===== src/rtl/regfile_pkg.sv =====
// Shared types and helpers for the regfile_mp register file and its clear sequencer.
package regfile_pkg;

  typedef enum logic {
    RF_IDLE,
    RF_CLEAR
  } rf_state_t;

  function automatic int rf_depth(input int addr_w);
    return 1 << addr_w;
  endfunction

  function automatic int rd_addr_lsb(input int k, input int addr_w);
    return k * addr_w;
  endfunction

  function automatic int rd_data_lsb(input int k, input int data_w);
    return k * data_w;
  endfunction

endpackage


===== src/rtl/regfile_clear_seq.sv =====
// Clear sequencer: sweeps every entry to zero after reset or on request, and
// owns the ready flag and the registered dropped-write pulse.
module regfile_clear_seq
  import regfile_pkg::*;
#(
  parameter int ADDR_W = 5
) (
  input  logic              clock,
  input  logic              reset,
  input  logic              clear_req_i,
  input  logic              wr_en_i,
  output logic              ready_o,
  output logic              wr_ignored_o,
  output logic              clr_we_o,
  output logic [ADDR_W-1:0] clr_addr_o
);

  rf_state_t         state_q, state_d;
  logic [ADDR_W-1:0] clr_cnt_q, clr_cnt_d;
  logic              wr_ignored_q, wr_ignored_d;

  // NOTE: every always_comb output gets a default first so no latch is inferred.
  always_comb begin
    state_d      = state_q;
    clr_cnt_d    = clr_cnt_q;
    wr_ignored_d = wr_en_i && ((state_q != RF_IDLE) || clear_req_i);
    case (state_q)
      RF_IDLE: begin
        if (clear_req_i) begin
          state_d   = RF_CLEAR;
          clr_cnt_d = '0;
        end
      end
      RF_CLEAR: begin
        clr_cnt_d = clr_cnt_q + 1'b1;
        if (&clr_cnt_q) state_d = RF_IDLE;
      end
      default: state_d = RF_CLEAR;
    endcase
  end

  // NOTE: state registers use non-blocking assignments so all flops update together.
  always_ff @(posedge clock) begin
    if (reset) begin
      state_q      <= RF_CLEAR;
      clr_cnt_q    <= '0;
      wr_ignored_q <= 1'b0;
    end else begin
      state_q      <= state_d;
      clr_cnt_q    <= clr_cnt_d;
      wr_ignored_q <= wr_ignored_d;
    end
  end

  assign ready_o      = (state_q == RF_IDLE);
  assign wr_ignored_o = wr_ignored_q;
  assign clr_we_o     = (state_q == RF_CLEAR);
  assign clr_addr_o   = clr_cnt_q;

endmodule


===== src/rtl/regfile_mp.sv =====
// Parametrised multi-read-port register file with hardware clear sweep.
// Define REGFILE_BYPASS_EN to forward same-cycle writes to matching read ports.
module regfile_mp
  import regfile_pkg::*;
#(
  parameter int DATA_W   = 32,
  parameter int ADDR_W   = 5,
  parameter int NUM_RD   = 2,
  parameter bit ZERO_REG = 1'b1
) (
  input  logic                     clock,
  input  logic                     reset,
  input  logic                     clear_req,
  output logic                     ready,
  input  logic                     wr_en,
  input  logic [ADDR_W-1:0]        wr_addr,
  input  logic [DATA_W-1:0]        wr_data,
  output logic                     wr_ignored,
  input  logic [NUM_RD*ADDR_W-1:0] rd_addr,
  output logic [NUM_RD*DATA_W-1:0] rd_data
);

  localparam int DEPTH = rf_depth(ADDR_W);

  logic              clr_we;
  logic [ADDR_W-1:0] clr_addr;
  logic              user_we;
  logic [DATA_W-1:0] mem_q [DEPTH];

  regfile_clear_seq #(.ADDR_W(ADDR_W)) u_clear_seq (
    .clock        (clock),
    .reset        (reset),
    .clear_req_i  (clear_req),
    .wr_en_i      (wr_en),
    .ready_o      (ready),
    .wr_ignored_o (wr_ignored),
    .clr_we_o     (clr_we),
    .clr_addr_o   (clr_addr)
  );

  assign user_we = wr_en && ready && !clear_req && !(ZERO_REG && (wr_addr == '0));

  // NOTE: the array has no reset; the clear sweep zeroes it before ready rises.
  always_ff @(posedge clock) begin
    if (clr_we) begin
      mem_q[clr_addr] <= '0;
    end else if (user_we) begin
      mem_q[wr_addr] <= wr_data;
    end
  end

  for (genvar k = 0; k < NUM_RD; k++) begin : g_rd
    logic [ADDR_W-1:0] addr;
    logic [DATA_W-1:0] word;

    assign addr = rd_addr[rd_addr_lsb(k, ADDR_W) +: ADDR_W];

    always_comb begin
      word = mem_q[addr];
      if (ZERO_REG && (addr == '0)) word = '0;
`ifdef REGFILE_BYPASS_EN
      if (user_we && (wr_addr == addr)) word = wr_data;
`else
`endif
      if (!ready) word = '0;
    end

    assign rd_data[rd_data_lsb(k, DATA_W) +: DATA_W] = word;
  end

endmodule

===== config.mk =====
export PLATFORM = sky130hd
export DESIGN_NAME = regfile_mp
export DESIGN_NICKNAME = d
export VERILOG_FILES = /design/src/rtl/regfile_pkg.sv /design/src/rtl/regfile_clear_seq.sv /design/src/rtl/regfile_mp.sv
export SDC_FILE = /design/constraint.sdc
export NUM_CORES = 1
export LEC_CHECK = 0
export CAP_MARGIN = 20
export CORE_UTILIZATION = 45
export DETAILED_ROUTE_END_ITERATION = 8
export PLACE_DENSITY_LB_ADDON = 0.12
export SYNTH_ARGS = -nofsm -noshare
export SYNTH_HDL_FRONTEND = slang
export SYNTH_SLANG_ARGS = --single-unit

===== constraint.sdc =====
create_clock -name clock -period 6.39 [get_ports clock]
set_input_delay 0.9585 -clock clock [delete_from_list [all_inputs] [get_ports clock]]
set_output_delay 0.9585 -clock clock [all_outputs]
set_load 0.05 [all_outputs]

==> results_dict.tcl, run 1 <==
set metrics [dict create \
    grt_max_degree 119 \
    drive_gt1_frac 0.1826 \
    io_pins 117 \
    crit_fanout 23 \
    end_kind "output pin" \
    cap_violations 0 \
    hpwl_mm 85.51 \
    crit_path_start_kind "primary input" \
    synth_nets 2923 \
    vias 29233 \
    fin_nets 3024 \
    design_area_mm2 0.05341 \
    cts_max_path_buffers 3 \
    cp.arrival_ps 4530 \
    final_util 0.5212 \
    r2r-end "mem_q[8][7]" \
    cts_tree "done" \
    place_inst 4219 \
    r2r-start "u_clear_seq.clr_we_o" \
    yosysSeqAreaShare 0.6390 \
    fin_tns_setup_ps 0 \
    root_buffer "clkbuf_16" \
    final_common_cell "edfxtp_1" \
    layout.cells.non_filler 4425 \
    initial_core_util 0.4571 \
    netlist_area_mm2 0.04684 \
    cts_hold_buf 0 \
    die_w_um 324.6 \
    synthCells 2870 \
    synth.distinct_cells 47 \
    num_rows 117 \
    dieHeight_um 324.6 \
    rsz0062_at_grt "no" \
    finalHoldViolCount 0 \
    fillers 8315 \
    syn_avg_cell_area_um2 16.32 \
    reg2reg_slack_ps 2290 \
    hold_slack_ps 541.7 \
    yosys_warnings 0 \
    wire_per_inst_um 33.33 \
    cts_buffers 106 \
    viasPerCell 6.606 \
    hp-start "u_clear_seq.clr_addr_o[0]" \
    holdPathEnd "u_clear_seq.clr_addr_o[0]" \
    fin_crit_sh 0.8591 \
    async_flop_share 0 \
    finClkSkew_ps 21.93 \
    crit_required_ps 5430 \
    multi_input_area_mm2 0.01602 \
    drv_slew 0 \
    drt_iter0_drc 3007 \
    areaGrowthSynthToFinish_pct 14.03 \
    slew_headroom 0.2560 \
    placed_area_mm2 0.04983 \
    die-area_mm2 0.1054 \
    drc 0 \
    synth_ff_type "edfxtp_1" \
    ys_ff_latch 999 \
    critPathKind "in -> out" \
    clock_sinks 999 \
    status "complete, no violations" \
    fin_crit_ps 5490 \
    htree_levels 3 \
    grt_pass1_vias 29911 \
    grt_pass1_wl_mm 209.7 \
    grt_usage 0.2757 \
    gp_congestion 0.8461 \
    hold_class "reg -> reg" \
    wl_mm 147.5 \
    p_per_area_mw_per_mm2 259.9 \
    area.sequential_mm2 0.02993 \
    portBuffers 116 \
    min_path_cells 2 \
    cts.clk_slew.worst_paths_ps 60 \
    irDropWorstVdd_mv 0.2290 \
    antenna_left 0 \
    postCtsSetupRepairBufs 0 \
    synth_edf_count 992 \
    fmax_ghz 0.1822 \
    coreArea_mm2 0.1025 \
    ctsResizeCount 0 \
    power_leakage_nw 16.98 \
    setup_viol 0 \
    antenna_found_initial 2 \
    worst_slew_pin_slew_ps 1116 \
    final_cell_mix "edfxtp_1, mux2i_1, a22oi_1" \
    clock_latency_ps 700 \
    r2r_cells 8 \
    overflow 0 \
    first_pass_iters 6 \
]
flip-flops by register name, summed over array words and instances, names as in the netlist:
signal                    flops
u_clear_seq.clr_we_o          1
u_clear_seq.wr_ignored_o      1
u_clear_seq.clr_addr_o        5
mem_q                       992
report_power, final:
group / internal, mW / total (mW) / switching (mW) / leakage [nW]
combinational: 0.306 / 0.776 / 0.470 / 7.47
sequential: 7.15 / 7.18 / 0.0238 / 7.91
clock: 3.33 / 5.92 / 2.59 / 1.60
area by class of cell:
type	instances	share of cell area
inverters	4	0.0002811
clock buffers	123	0.05126
clock inverters	70	0.01033
well taps	1368	0.03205
flip-flops and latches	999	0.5604
multi-input cells	1627	0.2999
repair buffers	233	0.04573
diodes	1	0.00004685
worst max-delay path, cell delays in order:
cell and delay (ps):
clkdlybuf4s50_1 770, and2b_2 880, buf_4 370, a221oi_1 160, a22oi_1 460, nand4_1 170
clkdlybuf4s50_1 730
how the worst max path moves through the flow:
stage	depth (start not counted)	slack (ps)	start	end
6_report	7	900	rd_addr[3]	rd_data[0]
5_1_grt	7	900	rd_addr[7]	rd_data[32]
4_1_cts	7	980	rd_addr[3]	rd_data[0]
3_5_place_dp	7	980	rd_addr[3]	rd_data[0]
3_3_place_gp	7	980	rd_addr[3]	rd_data[0]
2_1_floorplan	4	1860	clear_req	mem_q[5][0]
layer usage:
metal | up-vias | global-route usage | wire, um
met5 | - | 0 | 0
met4 | 0 | 0.09465 | 4846
met3 | 304 | 0.04562 | 12180
met2 | 1458 | 0.4541 | 71350
met1 | 15317 | 0.3710 | 59100
li1 | 12154 | - | -
synth_stat cells, types with 2 or more instances:
cell type  count  area, um2
nor3_2         5      50.05
or3b_1         3      26.28
nor2b_1       11      68.82
buf_4         32      240.2
nor4bb_1       3      30.03
inv_1          4      15.01
nand2b_1       3      18.77
and2_1        34      212.7
ha_1           2      25.02
buf_1          3      11.26
nand2_1      131      491.7
a221oi_2      31      465.5
nor2_1        28      105.1
mux4_2       192       4324
nand3b_1       5      37.54
buf_6          4      45.04
or3b_2         2      17.52
nor3b_1        3      22.52
o21ai_0       65      325.3
nand4_1       65      406.6
and2b_1        2      15.01
mux2i_1      580       5806
or3_1          2      12.51
and4_1         2      17.52
nor3_1        15      75.07
dfxtp_1        7      140.1
or2_2          3      18.77
a22oi_1      194       1456
o22ai_1      192       1201
buf_2        116      580.6
edfxtp_1     992      29790
clkbuf_1      80      300.3
nor4b_2        2      30.03
clkbuf_2       5      25.02
a221oi_1      34      297.8
a21oi_1        7      35.03
metrics by stage:
stage,total power [mW],worst slack [ps]
after floorplan,7.830,1855
after global placement,8.076,980.2
after detailed placement,8.086,982.0
after CTS,13.94,975.3
after global routing,14.23,901.5
final,13.88,900.3
kinds of logic (layout without fill, tap and decap cells):
logic type,Yosys count,in the layout,share of synthesized area
simple gates,322,322,0.03574
mux,773,773,0.2166
compound gates,530,530,0.08217
fa+ha+maj,2,2,0.0005342
other cells,0,1,0
buf+inv,244,430,0.02599
flops,999,999,0.6390
Note: power is estimated with default switching activity, not from simulation.
==> run 2, diff against run 1 <==
--- a/config.mk
+++ b/config.mk
@@ -11,2 +11,3 @@
 export PLACE_DENSITY_LB_ADDON = 0.12
+export SLEW_MARGIN = 15
 export SYNTH_ARGS = -nofsm -noshare
==> constraint.sdc (replaced) <==
create_clock -name clock -period 6.39 [get_ports clock]
set_input_delay 0.639 -clock clock [delete_from_list [all_inputs] [get_ports clock]]
set_output_delay 0.639 -clock clock [all_outputs]
set_load 0.05 [all_outputs]
==> results_dict.tcl, run 2 (synthesis gave the netlist of run 1 again) <==
set metrics [dict create \
    status "complete, no violations" \
    fin_tns_setup_ps 0 \
    regMostFlops "mem_q" \
    drt_iter0_drc 3369 \
    largest_register_ffs 992 \
    min_path_cells 2 \
    viasPerCell 6.653 \
    drive_gt1_frac 0.1827 \
    ctsResizeCount 0 \
    p_clk_frac 0.435 \
    cts_hold_buf 0 \
    cts_max_path_buffers 3 \
    coreArea_mm2 0.1025 \
    swShare 0.2188 \
    power_leakage_nw 17.00 \
    clock_latency_ps 690 \
    finalHoldViolCount 0 \
    slew_headroom 0.2357 \
    cts_buffers 107 \
    worst_slew_pin_slew_ps 1144 \
    cts.clk_slew.worst_paths_ps 60 \
    p_comb_frac 0.055 \
    r2r-start "u_clear_seq.clr_we_o" \
    num_rows 117 \
    areaGrowthSynthToFinish_pct 13.93 \
    slowest_delay_ps 870 \
    irDropWorstVdd_mv 0.2254 \
    rsz0062_at_grt "no" \
    grt_pass1_wl_mm 216.4 \
    cell_internal_pwr_mw 11.01 \
    r2r_cells 6 \
    place_inst 4221 \
    grt_max_degree 100 \
    crit_required_ps 5750 \
    reg2reg_slack_ps 2400 \
    fin_crit_ps 4896 \
    hpwl_mm 87.22 \
    final_util 0.5207 \
    power_mw 14.10 \
    cap_violations 0 \
    root_buffer "clkbuf_16" \
    hp-start "u_clear_seq.clr_addr_o[0]" \
    setup_viol 0 \
    final_cell_mix "edfxtp_1, mux2i_1, a22oi_1" \
    end_kind "output pin" \
    r2r-end "mem_q[28][20]" \
    final_common_cell "edfxtp_1" \
    cts_tree "done" \
    cp-startpoint "rd_addr[3]" \
    antenna_found_initial 1 \
    hold_class "reg -> reg" \
    crit_path_start_kind "primary input" \
    crit_slowest_cell "clkdlybuf4s50_1" \
    fillers 8351 \
    p_per_area_mw_per_mm2 264.2 \
    design_area_mm2 0.05336 \
    crit_fanout 15 \
    htree_levels 3 \
    drv_slew 0 \
    cp.arrival_ps 4260 \
    finClkSkew_ps 14.42 \
    postCtsSetupRepairBufs 0 \
    grt_pass1_vias 30204 \
    drc 0 \
    initial_core_util 0.4571 \
    overflow 0 \
    first_pass_iters 6 \
    switchingPower_mw 3.085 \
    clock_sinks 999 \
    dieHeight_um 324.6 \
    io_pins 117 \
    fin_nets 3026 \
    fmax_ghz 0.2042 \
    vias 29459 \
    die_w_um 324.6 \
    critPathKind "in -> out" \
    portBuffers 116 \
    wire_per_inst_um 34.37 \
    layout.cells.non_filler 4428 \
    holdPathEnd "u_clear_seq.clr_addr_o[0]" \
    crit_path_cell_trace "clkdlybuf4s50_1 > nor2b_4 > buf_4 > a22oi_1 > a22oi_1 > nand4_1 > clkdlybuf4s50_1" \
    placed_area_mm2 0.04979 \
    grt_usage 0.2857 \
    die-area_mm2 0.1054 \
    antenna_left 0 \
    seqPwrFrac 0.509 \
    wl_mm 152.2 \
    gp_congestion 0.8403 \
    fin_crit_sh 0.7662 \
]
[run 2: cell count changes in the layout (fill, tap and decap cells not counted), sizes merged]
cell      before  now
clkbuf       126  136
clkinvlp       6    2
buf          118  122
clkinv        56   41
inv            5    9
bufinv         7   11
[run 2: worst max-delay path by stage]
stage	endpoint	slack [ps]
floorplan	mem_q[5][0]	2170
global placement	rd_data[31]	1610
detailed placement	rd_data[0]	1600
CTS	rd_data[0]	1610
global route	rd_data[28]	1470
finish	rd_data[26]	1490
[run 2: metrics by stage]
stage / hold slack [ps] / worst slack [ps]
3_3_place_gp: 526.5 / 1613
5_1_grt: 596.9 / 1470
2_1_floorplan: 480.0 / 2175
6_report: 549.3 / 1494
4_1_cts: 541.2 / 1606
3_5_place_dp: 533.4 / 1596
[run 2: power groups by stage]
stage	logic, mW	registers, mW	clock network [mW]
final	0.781	7.18	6.14
after global routing	0.809	7.18	6.44
after CTS	0.774	7.18	6.20
after detailed placement	0.772	7.32	0
after global placement	0.767	7.31	0
after floorplan	0.518	7.31	0
[run 2: critical path, delay by kind of cell]
kind            cells  cell delay [ps]
buf+inv             3             2090
compound gates      2              530
simple gates        2              970
[run 2: layout make-up]
cell class              instances  area (um2)  share of cell area
flip-flops and latches        999       29930              0.5609
multi-input cells            1627       16020              0.3003
clock buffers                 136        2829             0.05302
repair buffers                234        2275             0.04263
well taps                    1368        1712             0.03208
clock inverters                59       576.8             0.01081
inverters                       4       15.01           0.0002814
diodes                          1       2.502          0.00004690
[run 2: per-layer routing]
| metal | part of all wire | track usage |
|---|---|---|
| met5 | 0.000085 | 0 |
| met4 | 0.037 | 0.1066 |
| met3 | 0.085 | 0.05233 |
| met2 | 0.49 | 0.4762 |
| met1 | 0.39 | 0.3725 |
